### src/rtl/hamming_pkg.sv
// hamming_pkg: shared Hamming (15,11) definitions used by the encoder
// (hamming_core) and the decoder (hamming_decoder).
//   CW_W / DATA_W / PAR_W : codeword, data and parity widths.
//   POS                   : Hamming position of each data bit.
//   hamming_parity(d)     : parity nibble p[3:0] for an 11-bit data word.
//   tx_state_t            : decoder transmit FSM states.
package hamming_pkg;

  localparam int CW_W   = 15;
  localparam int DATA_W = 11;
  localparam int PAR_W  = 4;

  // Data bit i sits at Hamming position POS[i]; powers of two are parity slots.
  localparam logic [PAR_W-1:0] POS [DATA_W] = '{
    4'd3, 4'd5, 4'd6, 4'd7, 4'd9, 4'd10, 4'd11, 4'd12, 4'd13, 4'd14, 4'd15
  };

  typedef enum logic {TX_IDLE, TX_SEND} tx_state_t;

  // p[k] covers every data bit whose position has bit k set.
  function automatic logic [PAR_W-1:0] hamming_parity(input logic [DATA_W-1:0] d);
    logic [PAR_W-1:0] p;
    p = '0;
    for (int i = 0; i < DATA_W; i++) begin
      for (int k = 0; k < PAR_W; k++) begin
        if (POS[i][k]) p[k] = p[k] ^ d[i];
      end
    end
    return p;
  endfunction

endpackage

### src/rtl/hamming_dec_fix.sv
// hamming_dec_fix: combinational syndrome and single-error correction.
//   cw      in  15  full codeword, c[10:0] data, c[14:11] parity
//   data    out 11  recovered data (corrected or raw, see below)
//   syn     out 4   syndrome
//   err_det out 1   syndrome is nonzero
//   err_fix out 1   a correction was applied
// Macro HAMMING_DEC_CORRECT_EN enables correction; without it the raw data
// bits pass through and err_fix stays 0.
module hamming_dec_fix
  import hamming_pkg::*;
(
  input  logic [CW_W-1:0]   cw,
  output logic [DATA_W-1:0] data,
  output logic [PAR_W-1:0]  syn,
  output logic              err_det,
  output logic              err_fix
);

  logic [PAR_W-1:0] s;

  always_comb begin
    s       = cw[CW_W-1:DATA_W] ^ hamming_parity(cw[DATA_W-1:0]);
    syn     = s;
    err_det = |s;
    data    = cw[DATA_W-1:0];
`ifdef HAMMING_DEC_CORRECT_EN
    // Parity-slot syndromes (1,2,4,8) match no POS entry, so data is untouched
    // while err_fix still reports that a (parity) bit was corrected.
    for (int i = 0; i < DATA_W; i++) begin
      if (POS[i] == s) data[i] = ~data[i];
    end
    err_fix = |s;
`else
    err_fix = 1'b0;
`endif
  end

endmodule

### src/rtl/hamming_decoder.sv
// hamming_decoder: serial Hamming (15,11) decoder.
//   clk      in  1  clock, rising edge
//   rst      in  1  asynchronous active-high reset
//   inp      in  1  serial codeword bit (c[0] first), qualified by inp_vld
//   inp_vld  in  1  input qualifier; gaps pause reception
//   out      out 1  serial corrected data bit, d[0] first
//   out_vld  out 1  high for 11 cycles per frame
//   err_det  out 1  nonzero syndrome for the current frame
//   err_fix  out 1  correction applied to the current frame
//   syn      out 4  syndrome of the current frame
// Macro HAMMING_DEC_CORRECT_EN selects correcting mode (default: detect-only).
module hamming_decoder
  import hamming_pkg::*;
(
  input  logic             clk,
  input  logic             rst,
  input  logic             inp,
  input  logic             inp_vld,
  output logic             out,
  output logic             out_vld,
  output logic             err_det,
  output logic             err_fix,
  output logic [PAR_W-1:0] syn
);

  logic [3:0]        rx_cnt;
  logic [CW_W-2:0]   sh_p0;
  logic              decode;
  logic [DATA_W-1:0] fix_data;
  logic [PAR_W-1:0]  fix_syn;
  logic              fix_det;
  logic              fix_fix;

  tx_state_t         state;
  logic [3:0]        tx_cnt;
  logic [DATA_W-1:0] tx_data_p1;
  logic [PAR_W-1:0]  syn_p1;
  logic              det_p1;
  logic              fix_p1;

  // Stage 0: serial reception
  assign decode = inp_vld && (rx_cnt == 4'(CW_W - 1));

  always_ff @(posedge clk or posedge rst) begin
    if (rst) begin
      rx_cnt <= '0;
    end else if (inp_vld) begin
      rx_cnt <= decode ? '0 : rx_cnt + 4'd1;
    end
  end

  // Shift right so c[0] lands in sh_p0[0] once c[13] has arrived.
  always_ff @(posedge clk) begin
    if (inp_vld) sh_p0 <= {inp, sh_p0[CW_W-2:1]};
  end

  hamming_dec_fix u_fix (
    .cw      ({inp, sh_p0}),
    .data    (fix_data),
    .syn     (fix_syn),
    .err_det (fix_det),
    .err_fix (fix_fix)
  );

  // Stage 1: frame register and transmit FSM
  always_ff @(posedge clk or posedge rst) begin
    if (rst) begin
      state  <= TX_IDLE;
      tx_cnt <= '0;
    end else if (decode) begin
      // Also covers a decode landing on the last bit of the previous frame.
      state  <= TX_SEND;
      tx_cnt <= '0;
    end else if (state == TX_SEND) begin
      if (tx_cnt == 4'(DATA_W - 1)) begin
        state  <= TX_IDLE;
        tx_cnt <= '0;
      end else begin
        tx_cnt <= tx_cnt + 4'd1;
      end
    end
  end

  always_ff @(posedge clk) begin
    if (decode) begin
      tx_data_p1 <= fix_data;
      syn_p1     <= fix_syn;
      det_p1     <= fix_det;
      fix_p1     <= fix_fix;
    end
  end

  // Data registers are not reset; gating by out_vld keeps outputs at 0 when idle.
  assign out_vld = (state == TX_SEND);
  assign out     = out_vld & tx_data_p1[tx_cnt];
  assign err_det = out_vld & det_p1;
  assign err_fix = out_vld & fix_p1;
  assign syn     = out_vld ? syn_p1 : '0;

endmodule

### config.mk
export PLATFORM = sky130hd
export DESIGN_NAME = hamming_decoder
export DESIGN_NICKNAME = d
export VERILOG_FILES = /design/src/rtl/hamming_pkg.sv /design/src/rtl/hamming_dec_fix.sv /design/src/rtl/hamming_decoder.sv
export SDC_FILE = /design/constraint.sdc
export NUM_CORES = 1
export LEC_CHECK = 0
export ABC_AREA = 1
export CAP_MARGIN = 20
export CORE_MARGIN = 3
export CORE_UTILIZATION = 63
export CTS_CLUSTER_SIZE = 12
export DETAILED_ROUTE_END_ITERATION = 12
export PLACE_DENSITY_LB_ADDON = 0.08
export SLEW_MARGIN = 20
export SYNTH_ARGS = -nofsm -noshare
export SYNTH_HDL_FRONTEND = slang
export SYNTH_SLANG_ARGS = --single-unit
### constraint.sdc
create_clock -name clk -period 3.5 [get_ports clk]
set_input_delay 0.35 -clock clk [delete_from_list [all_inputs] [get_ports clk]]
set_output_delay 0.35 -clock clk [all_outputs]
set_load 0.02 [all_outputs]
Word-level counts from Yosys, hierarchy flattened

Cells that the tools add are included.

Flip-flop bits (word level): 39
Latch bits: 0
Bits in writable memories: 0
Memory bits (read-only): 0
Input bits: 4
Output and inout port bits: 8
Logic and storage cells: 52
Memories: 0

Add/sub/neg operators: 2
Multiply operators: 0
Div/mod/pow operators: 0
Order comparisons: 1
Equality and inequality tests: 2
Shift-type cells: 0
Muxes and demuxes: 10
Bitwise operators: 27
Reductions and logical operators: 3

Operator list:

| cell                  | count |
|---|---|
| $xor A1 B1 Y1         | 24 |
| $mux W4               | 5 |
| $add A4 B1 Y4 const B | 2 |
| $eq A4 B4 Y1 const B  | 2 |
| $lt A4 B5 Y1 const B  | 1 |
| $bmux W1 S4           | 1 |
| $mux W1               | 4 |
| $reduce_or A4 Y1      | 1 |
| $xor A4 B4 Y4         | 1 |
| $and A1 B1 Y1         | 2 |
| $reduce_bool A2 Y1    | 1 |
| $logic_and A1 B1 Y1   | 1 |

Depth between registers and ports, before layout

Gate-level depths: netlist of run 1.

Word-level depth: 8
Mapped depth: 11
Gate-level depth less buffers: 11

Modules after synthesis

From an unflattened synthesis of run 1, not the netlist that was laid out.

Cell total of the unflattened synthesis: 233
Area, all modules: 2107.0 sq um

By module, submodules not included:

| module          | times used | cells each | area each (sq um) | sequential area each (sq um) |
|---|---|---|---|---|
| hamming_decoder | 1          | 122        | 1584.0            | 1156.1 |
| hamming_dec_fix | 1          | 111        | 523.0             | 0.0 |

Least setup slack after synthesis of run 1

OpenSTA, ideal clock, no wires.

Path type: reg2out
Start point: register tx_cnt[0]
End point: output out
Arrival: 1.225 ns
Path slack: 1.925 ns
Cell stages (with the launch flop): 7
Cells stage by stage: dfrtp_1 buf_2 inv_2 nor2_1 o31ai_1 inv_1 a21oi_1

Word-level cells in the longest chain between the ends: 3

RTL lines:

| item                          | line                  | source |
|---|---|---|
| start, declared               | hamming_decoder.sv:35 | `logic [3:0] tx_cnt;` |
| start signal, assigned        | hamming_decoder.sv:79 | `tx_cnt <= tx_cnt + 4'd1;` |
| $bmux W1 S4                   | hamming_decoder.sv:95 | `assign out = out_vld & tx_data_p1[tx_cnt];` |
| $mux W1 (implied by the code) | hamming_decoder.sv:95 |  |
| $and A1 B1 Y1                 | hamming_decoder.sv:95 |  |
| end, declared                 | hamming_decoder.sv:19 | `output logic out,` |

No other way between the ends. The select of a mux whose other input is x is not followed.

Final worst setup path of run 1

Start point: register tx_cnt[2]
End point: output out

The elaborated chain is that of the path after synthesis.

==> results of run 1 <==
==> report_power, final <==
part / switching (uW) / total [uW] / internal, uW
combinational: 259 / 442 / 182
sequential: 87.2 / 669 / 582
clock: 147 / 341 / 194
==> through the flow <==
stage	power [uW]	cells	util, %	worst slack (ns)
finish	1450	292	74.2	1.03
global route	1550	292	74.2	0.876
CTS	1460	292	74.2	1.01
detailed placement	1120	284	71.1	1.17
global placement	1100	284	71.1	1.26
floorplan	989	234	-	1.93
==> state kept, by name, indices dropped and copies added (netlist names) <==
register	cells
det_p1	1
tx_data_p1	11
syn_p1	4
tx_cnt	4
sh_p0	14
out_vld	1
rx_cnt	4
==> cells in the mapped netlist, types with 3 or more instances <==
cell type and number:
a21oi_1 3, dfrtp_1 9, edfxtp_1 30, inv_1 27, inv_2 10, nand2_1 79, nand2_2 8, nand3_1 20
nand4_1 3, nor2_1 8, nor2_2 3, o21ai_0 5, xnor2_1 5, xor2_1 4
==> critical path, cell delays in order (launching register included) <==
cell,delay (ns)
dfrtp_1,0.43
inv_2,0.09
nand2_1,0.07
inv_2,0.07
nand2_1,0.05
o31ai_1,0.21
inv_1,0.07
a21oi_1,0.15
clkdlybuf4s50_1,0.63
==> layout make-up <==
cell class	instances	area (um2)	area share (%)
clock inverter	1	30.0	1.32
timing repair buffer	11	108	4.71
clock buffer	7	66.3	2.90
inverter	38	143	6.25
multi-input combinational	152	756	33.1
sequential	39	1130	49.3
tap	44	55.1	2.41
==> kinds of logic after synthesis <==
kind of cell,count (synthesis),share of synthesized area [%]
AND/OR/NAND/NOR,125,26.6
buffers and inverters,43,8.85
flip-flops,39,54.5
AO/OA/AOI/OAI,14,4.00
XOR/XNOR,10,4.61
adder cells (fa/ha/maj),2,1.21
other,1,0.182
==> cell usage in the layout (no fill, tap or decap), types with 2 or more instances in the layout <==
| master | instances |
|---|---|
| nor2_1 | 8 |
| nand2_2 | 8 |
| clkbuf_4 | 5 |
| o21ai_0 | 5 |
| a21oi_1 | 3 |
| nand4_1 | 3 |
| xnor2_1 | 5 |
| nor2_2 | 3 |
| edfxtp_1 | 30 |
| nand3_2 | 2 |
| ha_1 | 2 |
| nand3_1 | 20 |
| dfrtp_1 | 9 |
| inv_2 | 10 |
| inv_1 | 27 |
| clkdlybuf4s50_1 | 10 |
| xor2_1 | 4 |
| nand2_1 | 79 |
| o22ai_1 | 2 |
==> final timing paths <==
path	cells after the start	to	slack (ns)
setup / recovery	8	out	1.03
hold reg to reg	0	sh_p0[10]$_DFFE_PP_	0.49
min in group clk	0	sh_p0[10]$_DFFE_PP_	0.49
setup reg to reg	4	syn_p1[3]$_DFFE_PP_	1.76
max in group asynchronous	2	rx_cnt[0]$_DFFE_PP0P_	3.00
hold / removal	2	tx_cnt[1]$_DFFE_PP0P_	0.24
==> per-layer routing <==
metal	part of all wire [%]	vias to the layer above
li1	-	773
met1	45	697
met2	49	38
met3	4.9	7
met4	1.9	0
met5	0	-
==> results.md, run 1 <==
* CTS buffer count at 5
* GR Util All Layers at 20.6%
* Worst vdd ir at 0.298 mV
* Overflow after GRT at 0
* Grt met2 use at 36.2%
* CTS Buffer Depth at 2
* Setup violations, final at 0
* Routed vias at 1515
* Syn Nets at 240
* Layout cells sized above 1 at 12.9%
* Design area at 0.00228 mm2
* H-tree Lvls at 2
* Io pins at 12
* Fillcell total at 226
* Main flop type after synthesis: edfxtp_1
* Initial antenna violation count at 0
* Status: complete, no violations
* Area leader, netlist: edfxtp_1
* Register area share after synthesis at 54.5%
* 1st-pass router iterations at 6
* Min Hold Slack at 0.237 ns
* Post-cts sizing count at 0
* Post-DP HPWL at 2690 um
* Critical path endpoint category: primary output
* Post-synth ARST share at 23.1%
* Post-CTS Hold Fix Bufs at 0
* Critical Path AT at 2.12 ns
* Setup bufs post-CTS at 0
* Die width at 63.2 um
* Yosys warns at 0
* Drt total wl at 3600 um
* Period minus WS final at 2.47 ns
* Core Box Area at 0.00308 mm2
* Slew @ Worst Pin at 0.652 ns
* Final Cycle Share at 70.6%
* Largest net degree at the start of global routing at 21
* Routed len/inst at 12.3 um
* Max-slew violation count at 0
* Routed Antenna Nets at 0
* CTS tree: built
* Leak at 0.00108 uW
* EDFF count, synth at 30
* Max_cap viols at 0
* First-pass GRT wire length at 6260 um
* Vias in the first global route at 1498
* Syn avg cell area at 8.82 um2
* Final hold viol count at 0
* Top cells by area in the synthesized netlist: edfxtp_1, nand2_1, dfrtp_1, inv_1, nand3_1
* Clock root buffer: clkbuf_4
* GR peak layer: met2
* Power Dens Cells at 636 mW/mm2
* DRC Markers at 0
* Worst Path Required at 3.15 ns
* Initial core utilization at 67.1%
* Diode count at 0
* Reg clk slew, reported paths at 0.12 ns
* Die H at 63.2 um
* Cell variety after synth at 29
* RSZ-0062 raised after global routing: no
* Reg2Reg Launch Point: rx_cnt[0]$_DFFE_PP0P_
* Skew-Pair Late Insertion Delay at 0.36 ns
* Setup crit start: tx_cnt[2]$_DFFE_PP0P_
* Final TNS setup at 0 ns
* Via-per-instance ratio at 5.19
* Clk_skew at 0.0114 ns
* Met3 usage at 4.46%
* Final #Nets at 253
* Hold Crit Class: input pin to asynchronous set/reset pin
* FMAX at 405 MHz
* CTS Sinks at 39
* P&R area growth vs syn at 10.6%
* CP Max Fanout at 4
* DIE AREA at 0.00400 mm2
* Area share of the largest cell type after synthesis at 43.6%
* Buffers on Ports at 10
* Final RePlAce weighted congestion at 0.875
* Mapped Area at 0.00206 mm2
* Setup Crit Path Kind: flop to primary output
* Mapped Cells at 234
* Worst Setup Start Kind: flop
* Core Rows at 20
* Synthesized flop and latch total at 39
* Area of placed instances at 0.00219 mm2
* Rel. slew slack at 56.5%
* Starting DRT DRC Count at 75
* GR Util met1 at 23.3%
Note: power is estimated with default switching activity, not from simulation.
==> run 2, diff against run 1 <==
--- a/config.mk
+++ b/config.mk
@@ -8,7 +8,7 @@
 export ABC_AREA = 1
 export CAP_MARGIN = 20
 export CORE_MARGIN = 3
-export CORE_UTILIZATION = 63
+export CORE_UTILIZATION = 59
 export CTS_CLUSTER_SIZE = 12
 export DETAILED_ROUTE_END_ITERATION = 12
 export PLACE_DENSITY_LB_ADDON = 0.08
==> constraint.sdc (replaced) <==
create_clock -name clk -period 2.41 [get_ports clk]
set_input_delay 0.241 -clock clk [delete_from_list [all_inputs] [get_ports clk]]
set_output_delay 0.241 -clock clk [all_outputs]
set_load 0.02 [all_outputs]
==> results.md, run 2 (synthesis gave the netlist of run 1 again) <==
* Fillcell total at 276 (+22%)
* Reg2Reg Launch Point: sh_p0[10]$_DFFE_PP_
* CTS Buffer Depth at 2 (unchanged)
* Max reg flops at 14 (unchanged)
* Setup Crit Path Kind: flop to primary output
* P&R area growth vs syn at 9.15%
* Overflow after GRT at 0 (unchanged)
* Critical Path End: syn[2]
* Final hold viol count at 0 (unchanged)
* Max_cap viols at 0 (unchanged)
* Commonest non-fill, non-tap cell in the layout: nand2_1
* Hold Crit Class: input pin to asynchronous set/reset pin
* Final TNS setup at 0 ns (unchanged)
* Leak at 0.00108 uW (about the same)
* Die width at 65.2 um (+3.0%)
* Sequential power share at 50.2% (+4.1 points)
* Vias in the first global route at 1468 (-2.0%)
* Biggest register: sh_p0
* Slowest CP cell: clkdlybuf4s50_1
* DIE AREA at 0.00425 mm2 (+6.1%)
* Via-per-instance ratio at 5.18 (about the same)
* Post-DP HPWL at 2580 um (-3.9%)
* Final core area utilization at 70.4% (-3.8 points)
* Max-slew violation count at 0 (unchanged)
* Post-CTS Hold Fix Bufs at 0 (unchanged)
* Starting DRT DRC Count at 117 (+56%)
* CTS Sinks at 39 (unchanged)
* CP Max Fanout at 11 (+7)
* GR Util All Layers at 20.0% (-0.62 points)
* Worst Setup Start Kind: flop
* Comb pwr share at 33.2% (+2.8 points)
* Routed len/inst at 12.1 um (-1.7%)
* DRC Markers at 0 (unchanged)
* RSZ-0062 raised after global routing: no
* R2R Setup Slk at 0.79 ns (-0.97 ns)
* First-pass GRT wire length at 6410 um (+2.4%)
* Routed vias at 1519 (+0.26%)
* Status: complete, no violations
* Clk pwr share at 16.5% (-7.0 points)
* Largest net degree at the start of global routing at 20 (-4.8%)
* Worst Path Required at 2.17 ns (-0.98 ns)
* Switching pwr at 715 uW (+45%)
* 1st-pass router iterations at 4 (-2)
* Die H at 65.2 um (+3.0%)
* Worst vdd ir at 0.591 mV (+98%)
* Slew @ Worst Pin at 0.547 ns (-0.106 ns)
* Clk_skew at 0.0157 ns (+0.00430 ns)
* Setup crit start: out_vld$_DFF_PP0_
* Clock root buffer: clkbuf_4
* Buffers on Ports at 10 (unchanged)
* Final Cycle Share at 79.6%
* Largest stage delay, worst path at 0.59 ns (-0.04 ns)
* Initial core utilization at 64.5% (-2.6 points)
* Rel. slew slack at 63.6% (+7.1 points)
* Critical Path AT at 1.68 ns (-0.44 ns)
* Top flop regs: sh_p0 x14, tx_data_p1 x11
* Routed Antenna Nets at 0 (unchanged)
* CTS tree: built
* Critical path endpoint category: primary output
* Internal at 1230 uW (+28%)
* Final #Nets at 254 (+0.40%)
* Initial antenna violation count at 0 (unchanged)
* Diode count at 0 (unchanged)
* Multi-input combinational cell area at 756 um2 (unchanged)
* Core Box Area at 0.00320 mm2 (+4.1%)
* Layout cells sized above 1 at 13.7% (+0.75 points)
* H-tree Lvls at 2 (unchanged)
* R2R cell count at 6 (+2)
* Io pins at 12 (unchanged)
* Core Rows at 20 (unchanged)
* Reg clk slew, reported paths at 0.12 ns (about the same)
* Period minus WS final at 1.92 ns
* CTS buffer count at 5 (unchanged)
* Critical path cell sequence: nand2_1 -> inv_1 -> clkdlybuf4s50_1
* Commonest non-fill, non-tap cells in the layout: nand2_1, edfxtp_1, inv_1
* Switching Share at 36.8% (+2.8 points)
* Setup violations, final at 0 (unchanged)
* Reg2reg end: det_p1$_DFFE_PP_
* FF/Latch Area at 0.00113 mm2 (+0.11%)
* Final RePlAce weighted congestion at 0.928 (+6.1%)
* FMAX at 521 MHz
* Power Dens Cells at 861 mW/mm2 (+35%)
* Drt total wl at 3560 um (-1.3%)
* Skew-Pair Late Insertion Delay at 0.34 ns (-0.02 ns)
run 2: area by class of cell:
cell class                      instances  area share [%]
Timing Repair Buffer                   12            5.22
Multi-Input combinational cell        152            33.5
Sequential cell                        39            50.0
Tap cell                               44            2.44
Clock buffer                            6            1.83
Clock inverter                          2           0.611
Inverter                               38            6.33
run 2: layer usage:
metal	GRT usage (%)	share of wire [%]
met1	26.9	47
met2	30.8	47
met3	5.98	5.1
met4	7.51	1.2
met5	0	0
run 2: power groups by stage:
stage | combinational (uW) | sequential, uW | clock, uW
after detailed placement | 645 | 986 | 0
after floorplan | 505 | 932 | 0
final | 645 | 975 | 321
after global routing | 731 | 994 | 359
after global placement | 630 | 982 | 0
after CTS | 648 | 970 | 333
run 2: critical path: cells and delay by family (launching register included):
| family | cells | cell delay, ns |
|---|---|---|
| buffers and inverters | 2 | 0.66 |
| DFF | 1 | 0.57 |
| and+or+nand+nor | 1 | 0.10 |
run 2: worst min path at each step:
stage                                 end           startpoint  depth (start not counted)
global route        rx_cnt[1]$_DFFE_PP0P_                  rst                          2
CTS                 rx_cnt[1]$_DFFE_PP0P_                  rst                          2
finish              rx_cnt[1]$_DFFE_PP0P_                  rst                          2
global placement      sh_p0[10]$_DFFE_PP_  sh_p0[11]$_DFFE_PP_                          0
floorplan               out_vld$_DFF_PP0_                  rst                          1
detailed placement    sh_p0[10]$_DFFE_PP_  sh_p0[11]$_DFFE_PP_                          0
run 2: per-stage QoR:
step	worst slack [ns]	hold slack (ns)	area, um2	instances	power [uW]
after floorplan	0.890	0.0689	2060	234	1440
after global placement	0.514	0.454	2190	285	1610
after detailed placement	0.481	0.456	2190	285	1630
after CTS	0.0837	0.149	2250	293	1950
after global routing	0.348	0.162	2250	293	2080
final	0.492	0.144	2250	293	1940
run 2: repair_timing:
item,in CTS,in global routing
setup endpoints to repair,0,1
setup buffers,0,0
resized for setup,0,2
==> run 3, diff against run 2 <==
==> constraint.sdc (replaced) <==
create_clock -name clk -period 2 [get_ports clk]
set_input_delay 0.2 -clock clk [delete_from_list [all_inputs] [get_ports clk]]
set_output_delay 0.2 -clock clk [all_outputs]
set_load 0.02 [all_outputs]
==> results.md, run 3 (synthesis gave the netlist of run 1 again) <==
* Commonest non-fill, non-tap cells in the layout: nand2_1, edfxtp_1, inv_1
* CTS buffer count at 5 (unchanged)
* Reg clk slew, reported paths at 0.12 ns (about the same)
* Via-per-instance ratio at 5.18 (-0.13%)
* CTS Sinks at 39 (unchanged)
* Final TNS setup at 0 ns (unchanged)
* Dpl ws at 0.112 ns (-0.369 ns)
* Initial antenna violation count at 0 (unchanged)
* Diode count at 0 (unchanged)
* Setup Crit Path Kind: flop to primary output
* Max reg flops at 14 (unchanged)
* RSZ-0062 raised after global routing: no
* Top flop regs: sh_p0 x14, tx_data_p1 x11
* Layout cells sized above 1 at 14.1% (+0.40 points)
* Post-CTS Hold Fix Bufs at 0 (unchanged)
* Skew-Pair Late Insertion Delay at 0.35 ns (about the same)
* Final RePlAce weighted congestion at 0.918 (-1.0%)
* Critical path endpoint category: primary output
* Routed vias at 1517 (-0.13%)
* Crit path max-delay family: flip-flops
* Power Dens Cells at 1080 mW/mm2 (+26%)
* Biggest register: sh_p0
* Drt total wl at 3620 um (+1.8%)
* Largest stage delay, worst path at 0.42 ns (-0.17 ns)
* Largest net degree at the start of global routing at 20 (unchanged)
* Core Rows at 20 (unchanged)
* FMAX at 548 MHz
* Slowest CP cell: dfrtp_1
* Clk_skew at 0.0182 ns (+0.00245 ns)
* Clock root buffer: clkbuf_4
* Die width at 65.2 um (unchanged)
* Critical path cell sequence: inv_2 -> nand2_1 -> inv_2 -> nand2_1 -> o31ai_1 -> inv_1 -> a21oi_1 -> clkbuf_2
* Period minus WS final at 1.83 ns
* FF/Latch Area at 0.00113 mm2 (unchanged)
* R2R cell count at 8 (+2)
* R2R Setup Slk at 0.35 ns (-0.44 ns)
* Io pins at 12 (unchanged)
* Reg2Reg Launch Point: sh_p0[10]$_DFFE_PP_
* Core Box Area at 0.00320 mm2 (unchanged)
* Die H at 65.2 um (unchanged)
* Critical Path AT at 1.63 ns (-0.05 ns)
* DIE AREA at 0.00425 mm2 (unchanged)
* Worst Setup Start Kind: flop
* Cell count after placement at 285 (unchanged)
* Final core area utilization at 70.8% (+0.43 points)
* Fin cells at 293 (unchanged)
* Min Hold Slack at 0.120 ns (-0.0247 ns)
* CTS Buffer Depth at 2 (unchanged)
* Max-slew violation count at 0 (unchanged)
* CTS tree: built
* Final #Nets at 254 (unchanged)
* Multi-input combinational cell area at 756 um2 (unchanged)
* Vias in the first global route at 1409 (-4.0%)
* Overflow after GRT at 0 (unchanged)
* Status: complete, no violations
* Setup bufs post-CTS at 0 (unchanged)
* Post-DP HPWL at 2670 um (+3.3%)
* Starting DRT DRC Count at 127 (+8.5%)
* Commonest non-fill, non-tap cell in the layout: nand2_1
* Max_cap viols at 0 (unchanged)
* GR Util All Layers at 19.8% (-0.21 points)
* Worst Path Required at 1.80 ns (-0.37 ns)
* Final Cycle Share at 91.3%
* Leak at 0.00107 uW (-0.31%)
* Hold Crit Class: input pin to asynchronous set/reset pin
* 1st-pass router iterations at 4 (unchanged)
* Post-cts sizing count at 2 (+2)
* Initial core utilization at 64.5% (unchanged)
* Setup violations, final at 0 (unchanged)
* Routed len/inst at 12.4 um (+1.8%)
* Routed Antenna Nets at 0 (unchanged)
* Fillcell total at 276 (unchanged)
* Final hold viol count at 0 (unchanged)
* Buffers on Ports at 10 (unchanged)
* P&R area growth vs syn at 9.82%
* CP Max Fanout at 4 (-7)
* First-pass GRT wire length at 6300 um (-1.7%)
* Reg2reg end: det_p1$_DFFE_PP_
* DRC Markers at 0 (unchanged)
* Fin worst setup slack at 0.174 ns (-0.318 ns)
* Worst vdd ir at 0.522 mV (-12%)
* H-tree Lvls at 2 (unchanged)
* Crit path buffers/inverters at 4 (+2)
[run 3: cell types whose count changed in the layout (fill, tap and decap cells not counted)]
cell,change
bufinv_16,+1
clkbuf_1,-1
clkbuf_2,+1
clkinv_1,+1
clkinv_4,-1
dlymetal6s2s_1,-1
[run 3: worst max-delay path by stage]
| stage | from | end | slack, ns | cells past startpoint |
|---|---|---|---|---|
| final | tx_cnt[2]$_DFFE_PP0P_ | out | 0.17 | 8 |
| after global routing | tx_cnt[2]$_DFFE_PP0P_ | out | 0.01 | 8 |
| after CTS | tx_cnt[2]$_DFFE_PP0P_ | out | 0.02 | 8 |
| after detailed placement | tx_cnt[2]$_DFFE_PP0P_ | out | 0.11 | 8 |
| after global placement | tx_cnt[2]$_DFFE_PP0P_ | out | 0.16 | 8 |
| after floorplan | rx_cnt[0]$_DFFE_PP0P_ | det_p1$_DFFE_PP_ | 0.48 | 4 |
[run 3: metrics by stage]
step | instance area [um2] | power (uW)
2_1_floorplan | 2060 | 1730
3_3_place_gp | 2190 | 1940
3_5_place_dp | 2190 | 1970
4_1_cts | 2270 | 2470
5_1_grt | 2270 | 2620
6_report | 2270 | 2450
[run 3: final cells by class]
type                       instances  share of cell area, %
clock buffer                       5                   1.66
clock inverter                     3                   1.71
inverter                          38                   6.29
multi-input combinational        152                   33.3
sequential                        39                   49.7
tap                               44                   2.43
timing repair buffer              12                   4.86
[run 3: metal layers]
| metal | track usage (%) | vias to the layer above | routed length [um] |
|---|---|---|---|
| met4 | 6.22 | 0 | 29 |
| met2 | 31.7 | 46 | 1710 |
| met1 | 26.0 | 692 | 1700 |
| met5 | 0 | - | 0 |
| met3 | 5.98 | 6 | 173 |
| li1 | - | 773 | - |
[run 3: power by group]
group          leakage, uW  internal [uW]  switching (uW)
Sequential        0.000387           1020             153
Clock            0.0000426            257             254
Combinational     0.000645            308             459
